--- src/rtl/mem_arbiter.sv ---
// Two-port memory arbiter: instruction and data ports share one downstream memory port.
// Data requests win ties unless the instruction port has waited STARVE_LIMIT grants.
module mem_arbiter #(
  parameter int unsigned STARVE_LIMIT = 4
) (
  input  logic        clk,
  input  logic        rst_n,

  input  logic        imem_read,
  input  logic        imem_write,
  input  logic [31:0] imem_address,
  input  logic [31:0] imem_wdata,
  input  logic [3:0]  imem_byte_enable,
  input  logic        imem_stall,
  output logic        imem_resp,
  output logic        imem_ready,
  output logic [31:0] imem_rdata,

  input  logic        dmem_read,
  input  logic        dmem_write,
  input  logic [31:0] dmem_address,
  input  logic [31:0] dmem_wdata,
  input  logic [3:0]  dmem_byte_enable,
  input  logic        dmem_stall,
  output logic        dmem_resp,
  output logic        dmem_ready,
  output logic [31:0] dmem_rdata,

  output logic        mem_read,
  output logic        mem_write,
  output logic [31:0] mem_address,
  output logic [31:0] mem_wdata,
  output logic [3:0]  mem_byte_enable,
  input  logic        mem_resp,
  input  logic [31:0] mem_rdata
);

  localparam int unsigned CntW = (STARVE_LIMIT < 1) ? 1 : $clog2(STARVE_LIMIT + 1);
  localparam logic [CntW-1:0] Limit = CntW'(STARVE_LIMIT);

  typedef enum logic [2:0] {
    StIdle,
    StServeI,
    StServeD,
    StDoneI,
    StDoneD
  } state_e;

  state_e          state_q, state_d;
  logic [CntW-1:0] starve_q, starve_d;

  logic        op_read_q, op_write_q;
  logic [31:0] addr_q, wdata_q;
  logic [3:0]  be_q;
  logic [31:0] imem_rdata_q, dmem_rdata_q;

  logic imem_req, dmem_req;
  logic grant, grant_dmem;
  logic sel_read, sel_write;
  logic [31:0] sel_address, sel_wdata;
  logic [3:0]  sel_be;

  assign imem_req = (imem_read | imem_write) & ~imem_stall;
  assign dmem_req = (dmem_read | dmem_write) & ~dmem_stall;

  always_comb begin
    state_d    = state_q;
    starve_d   = starve_q;
    grant      = 1'b0;
    grant_dmem = 1'b0;
    unique case (state_q)
      StIdle: begin
        if (dmem_req && !(imem_req && starve_q == Limit)) begin
          state_d    = StServeD;
          grant      = 1'b1;
          grant_dmem = 1'b1;
          // The guard above keeps starve_q below Limit here, so this saturates.
          if (imem_req) starve_d = starve_q + 1'b1;
        end else if (imem_req) begin
          state_d  = StServeI;
          grant    = 1'b1;
          starve_d = '0;
        end
      end
      StServeI: if (mem_resp) state_d = StDoneI;
      StServeD: if (mem_resp) state_d = StDoneD;
      StDoneI:  state_d = StIdle;
      StDoneD:  state_d = StIdle;
      default:  state_d = StIdle;
    endcase
  end

  // Read and write together is treated as a write.
  always_comb begin
    if (grant_dmem) begin
      sel_read    = dmem_read & ~dmem_write;
      sel_write   = dmem_write;
      sel_address = dmem_address;
      sel_wdata   = dmem_wdata;
      sel_be      = dmem_byte_enable;
    end else begin
      sel_read    = imem_read & ~imem_write;
      sel_write   = imem_write;
      sel_address = imem_address;
      sel_wdata   = imem_wdata;
      sel_be      = imem_byte_enable;
    end
  end

  always_ff @(posedge clk or negedge rst_n) begin
    if (!rst_n) begin
      state_q  <= StIdle;
      starve_q <= '0;
    end else begin
      state_q  <= state_d;
      starve_q <= starve_d;
    end
  end

  always_ff @(posedge clk or negedge rst_n) begin
    if (!rst_n) begin
      op_read_q  <= 1'b0;
      op_write_q <= 1'b0;
      addr_q     <= '0;
      wdata_q    <= '0;
      be_q       <= '0;
    end else if (grant) begin
      op_read_q  <= sel_read;
      op_write_q <= sel_write;
      addr_q     <= sel_address;
      wdata_q    <= sel_wdata;
      be_q       <= sel_be;
    end
  end

  always_ff @(posedge clk or negedge rst_n) begin
    if (!rst_n) begin
      imem_rdata_q <= '0;
      dmem_rdata_q <= '0;
    end else if (mem_resp && op_read_q) begin
      if (state_q == StServeI) imem_rdata_q <= mem_rdata;
      if (state_q == StServeD) dmem_rdata_q <= mem_rdata;
    end
  end

  logic serving;
  assign serving = (state_q == StServeI) || (state_q == StServeD);

  assign mem_read        = serving & op_read_q;
  assign mem_write       = serving & op_write_q;
  assign mem_address     = addr_q;
  assign mem_wdata       = wdata_q;
  assign mem_byte_enable = be_q;

  assign imem_resp  = ~imem_req | (state_q == StDoneI);
  assign dmem_resp  = ~dmem_req | (state_q == StDoneD);
  assign imem_ready = (state_q == StDoneI) & op_read_q;
  assign dmem_ready = (state_q == StDoneD) & op_read_q;
  assign imem_rdata = imem_rdata_q;
  assign dmem_rdata = dmem_rdata_q;

endmodule
--- config.mk ---
export PLATFORM = sky130hd
export DESIGN_NAME = mem_arbiter
export DESIGN_NICKNAME = d
export VERILOG_FILES = /design/src/rtl/mem_arbiter.sv
export SDC_FILE = /design/constraint.sdc
export NUM_CORES = 1
export LEC_CHECK = 0
export ABC_AREA = 1
export ABC_CLOCK_PERIOD_IN_PS = 2300
export CORE_MARGIN = 10
export CORE_UTILIZATION = 45
export CTS_CLUSTER_DIAMETER = 80
export DETAILED_ROUTE_END_ITERATION = 8
export GPL_TIMING_DRIVEN = 0
export HOLD_SLACK_MARGIN = 0.02
export PLACE_DENSITY = 0.95
export SYNTH_ARGS = -nofsm -noshare
export SYNTH_HDL_FRONTEND = slang
export SYNTH_SLANG_ARGS = --single-unit
--- constraint.sdc ---
create_clock -name clk -period 2.3 [get_ports clk]
set_clock_uncertainty 0.05 [all_clocks]
set_input_delay 0.69 -clock clk [delete_from_list [all_inputs] [get_ports clk]]
set_output_delay 0.69 -clock clk [all_outputs]
set_load 0.02 [all_outputs]
# Yosys cells after proc, flatten, opt, wreduce, memory -nomap -nowiden

Index checks and enable logic that the tools add are counted.

$add $sub $neg: 1
Equal/unequal tests: 8
Multiplexer cells: 18
Bitwise operators: 18
Reductions and logical operators: 10

Operators by type and width:

| cell                                                | count |
|---|---|
| two-way mux 32 bit                                  | 2 |
| two-way mux 3 bit                                   | 7 |
| case mux 3 bit (3 select lines)                     | 1 |
| AND 1 bit                                           | 8 |
| two-way mux 1 bit                                   | 7 |
| equality test 3 x 2 -> 1 bit, second input constant | 2 |
| equality test 3 bit, second input constant          | 2 |
| inverter 1 bit                                      | 6 |
| AND reduction 2 bit                                 | 3 |
| two-way mux 4 bit                                   | 1 |
| != test 2 bit, second input constant                | 2 |
| OR 1 bit                                            | 4 |
| adder 3 x 1 -> 3 bit, second input constant         | 1 |
| equality test 3 x 1 -> 1 bit, second input constant | 1 |
| logical AND 1 bit                                   | 3 |
| logical NOT 3 bit                                   | 1 |
| != test 3 bit, second input constant                | 1 |
| AND reduction 3 bit                                 | 1 |
| logical NOT 1 bit                                   | 1 |
| logical OR 1 bit                                    | 1 |

Bits in registers: 140
Input bits: 177
Output and inout port bits: 138
Word-level logic and storage cells: 64

# Depth between registers and ports, before layout

Depth after elaboration: 8
Mapped depth: 10
Gate-level depth less buffers: 10

# Worst setup path after synthesis

Ideal clock, no wire load.

Kind: input to output
Start: input port dmem_stall
End: output port dmem_resp
Arrival time: 1.405 ns
Data required time: 1.560 ns
Slack: 0.155 ns
Cell stages on the path: 5
Buffers on the path: 1
Path through: inv_1 o21ai_1 inv_2 clkbuf_1 nand2_1

Word-level cells in the longest chain between the ends: 4

Ends and longest elaborated chain:

| element        | RTL line | RTL |
|---|---|---|
| from (decl)    | 24       | `input logic dmem_stall,` |
| inverter 1 bit | 64       | `assign dmem_req = (dmem_read \| dmem_write) & ~dmem_stall;` |
| AND 1 bit      | 64       |  |
| inverter 1 bit | 156      | `assign dmem_resp = ~dmem_req \| (state_q == StDoneD);` |
| OR 1 bit       | 156      |  |
| to (decl)      | 25       | `output logic dmem_resp,` |

Every way passes these cells.

# Worst setup path in the final report

Ends and elaborated chain as after synthesis.

==> metrics.yaml <==
detailed_routing:
  firstDrtPassIters: 8
  totalWireLength_um: 24600
  wl_per_cell_um: 18.0
  antenna_left: 0
  routed_via_density: 4.97
  drtIter0Drc: 434
  vias: 6814
  drc: 0
floorplanning:
  rows: 44
  dieArea_mm2: 0.0202
  coreArea_mm2: 0.0146
  pin_count: 315
  start_util: 0.459
  dieWidth_um: 142
  die_h_um: 142
synth:
  syn_nets: 1017
  yosysTopAreaCellShare: 0.523
  synth_cell_type_count: 19
  synth_fa_ha_area_frac: 0.00373
  synth_area_mm2: 0.00670
  ys_top_cells_by_area: "dfrtp_1, nand2_1, nand3b_1"
  ys_seq_elements: 140
  yosysWarnings: 0
  yosysTopAreaCell: "dfrtp_1"
  ys_top_cells_by_count: "nand2_1, dfrtp_1, inv_1"
  synth_edf_count: 0
  ys_seq_area_frac: 0.523
  postSynthCellCount: 838
  synthMuxAreaShare: 0
  synth_most_common_cell: "nand2_1"
  synthXorXnorAreaFrac: 0.00131
  synth_top_family_by_area: "simple AND/OR/NAND/NOR gates"
  synth_compound_area_frac: 0.0515
  avgSynthCellArea_um2: 8.00
  async_flop_share: 1.00
  synth-simple-area-share: 0.312
  synth_flop_cell: "dfrtp_1"
worst_setup_path:
  crit_required_ps: 1560
  path_class: "in2out"
  cp-end-kind: "output pin"
  critPathArrivalTime_ps: 1530
  crit_path_start_kind: "primary input"
  worstPathMaxFanout: 2
timing:
  rsz0062_at_grt: "false"
  finalWorstSetupSlack_ps: 29.6
  slew_viol_final: 0
  hold_viol_final: 0
  min_period_over_period: 0.987
  tns_ps: 0
  tightest_slew_ps: 524
  holdWs_ps: 188
  max_slew_margin: 0.651
  layout_min_cycle_time_ps: 2270
  fmax_mhz: 440
  setup_viol: 0
placed_design:
  place_ws_ps: -1010
  placed_cells: 1337
  numPortBuffers: 314
  place.gp.congestion: 0.895
  placed_cell_area_mm2: 0.0101
  dp.final_hpwl_um: 19100
global_routing:
  grt_max_degree: 88
  grt_usage: 0.237
  antenna_found_initial: 1
  grt_overflow: 0
  first_global_vias: 7067
  grt_pass1_wl_um: 37900
clocking:
  cts_buffers: 17
  path_clk_slew_ps: 60
  cts_max_level: 4
  worstSkewPairLatency_ps: 400
  cts_tree: "yes"
  cts_root_buffer: "clkbuf_16"
  ctsHoldBuffers: 0
  clock_sink_count: 140
  clockBufferDepth: 2
power:
  power.total_mw: 14.1
  peakVddDrop_uv: 654
  p_leak_nw: 5.43
  pwr_density_cell_mw_per_mm2: 1320
layout:
  fin_util: 0.735
  syn_to_final_growth_pct: 60.0
  finalNonFillerCells: 1370
  drive_above_1_share: 0.0692
  fin_area_mm2: 0.0107
  nets: 1352
min_path:
  min_path_type: "in2async"
run_status:
  status: "finished clean"
flow_run:
  cap_violations: 0
==> power breakdown <==
part | internal [mW] | switching, mW
Sequential | 3.64 | 0.657
Combinational | 3.09 | 3.95
Clock | 1.76 | 1.04
==> layout by cell type (no fill, tap or decap), types with 8 or more instances in the layout <==
cell type / n
buf_6: 9
clkdlybuf4s50_1: 303
buf_2: 17
o21ai_0: 68
clkbuf_16: 17
clkbuf_1: 15
nand3b_1: 69
nand3_1: 78
inv_1: 114
dfrtp_1: 140
buf_4: 8
nand2_1: 295
==> worst max-delay path: stages <==
cell             delay (ps)
clkdlybuf4s50_1         470
inv_2                    50
o21ai_4                  80
inv_4                    60
nand2_2                  60
buf_6                   120
==> layout make-up <==
cell class                 instances  area [um2]
fill                            1044        3860
sequential                       140        3500
timing repair buffer             317        3170
multi-input combinational        528        2490
inverter                         123         467
clock buffer                      21         460
buffer                            46         263
tap                              184         230
clock inverter                    10         140
antenna                            1        2.50
==> flip-flops by register name, summed over array words and instances, names as in the netlist <==
signal           flops
dmem_rdata          32
imem_rdata          32
mem_address         32
mem_byte_enable      4
mem_wdata           32
op_read_q            1
op_write_q           1
starve_q             3
state_q              3
==> routing by layer <==
metal | up-vias | track usage | wire [um]
met2 | 317 | 0.414 | 12600
met1 | 3183 | 0.255 | 8850
li1 | 3262 | - | -
met3 | 52 | 0.0741 | 2290
met4 | 0 | 0.110 | 935
met5 | - | 0 | 0
==> worst paths after layout <==
kind,endpoint,depth (start not counted),start,slack [ps]
hold reg to reg,mem_wdata[27]$_DFFE_PN0P_,2,mem_wdata[27]$_DFFE_PN0P_,430
setup / recovery,dmem_resp,6,dmem_stall,30
setup reg to reg,mem_byte_enable[3]$_DFFE_PN0P_,10,starve_q[0]$_DFFE_PN0P_,360
min in group clk,mem_wdata[27]$_DFFE_PN0P_,2,mem_wdata[27]$_DFFE_PN0P_,430
hold / removal,mem_wdata[1]$_DFFE_PN0P_,1,rst_n,190
max in group asynchronous,mem_wdata[20]$_DFFE_PN0P_,2,rst_n,1220
==> kinds of logic after synthesis <==
| group | count (synthesis) |
|---|---|
| XOR/XNOR | 1 |
| AO/OA/AOI/OAI | 69 |
| adder cells (fa/ha/maj) | 2 |
| flip-flops | 140 |
| AND/OR/NAND/NOR | 456 |
| buffers and inverters | 170 |
==> what timing repair did <==
item	4_1_cts	5_1_grt
setup buffers	2	0
resized for setup	25	8
pin swaps	1	1
setup endpoints to repair	6	6
Note: power is estimated with default switching activity, not from simulation.
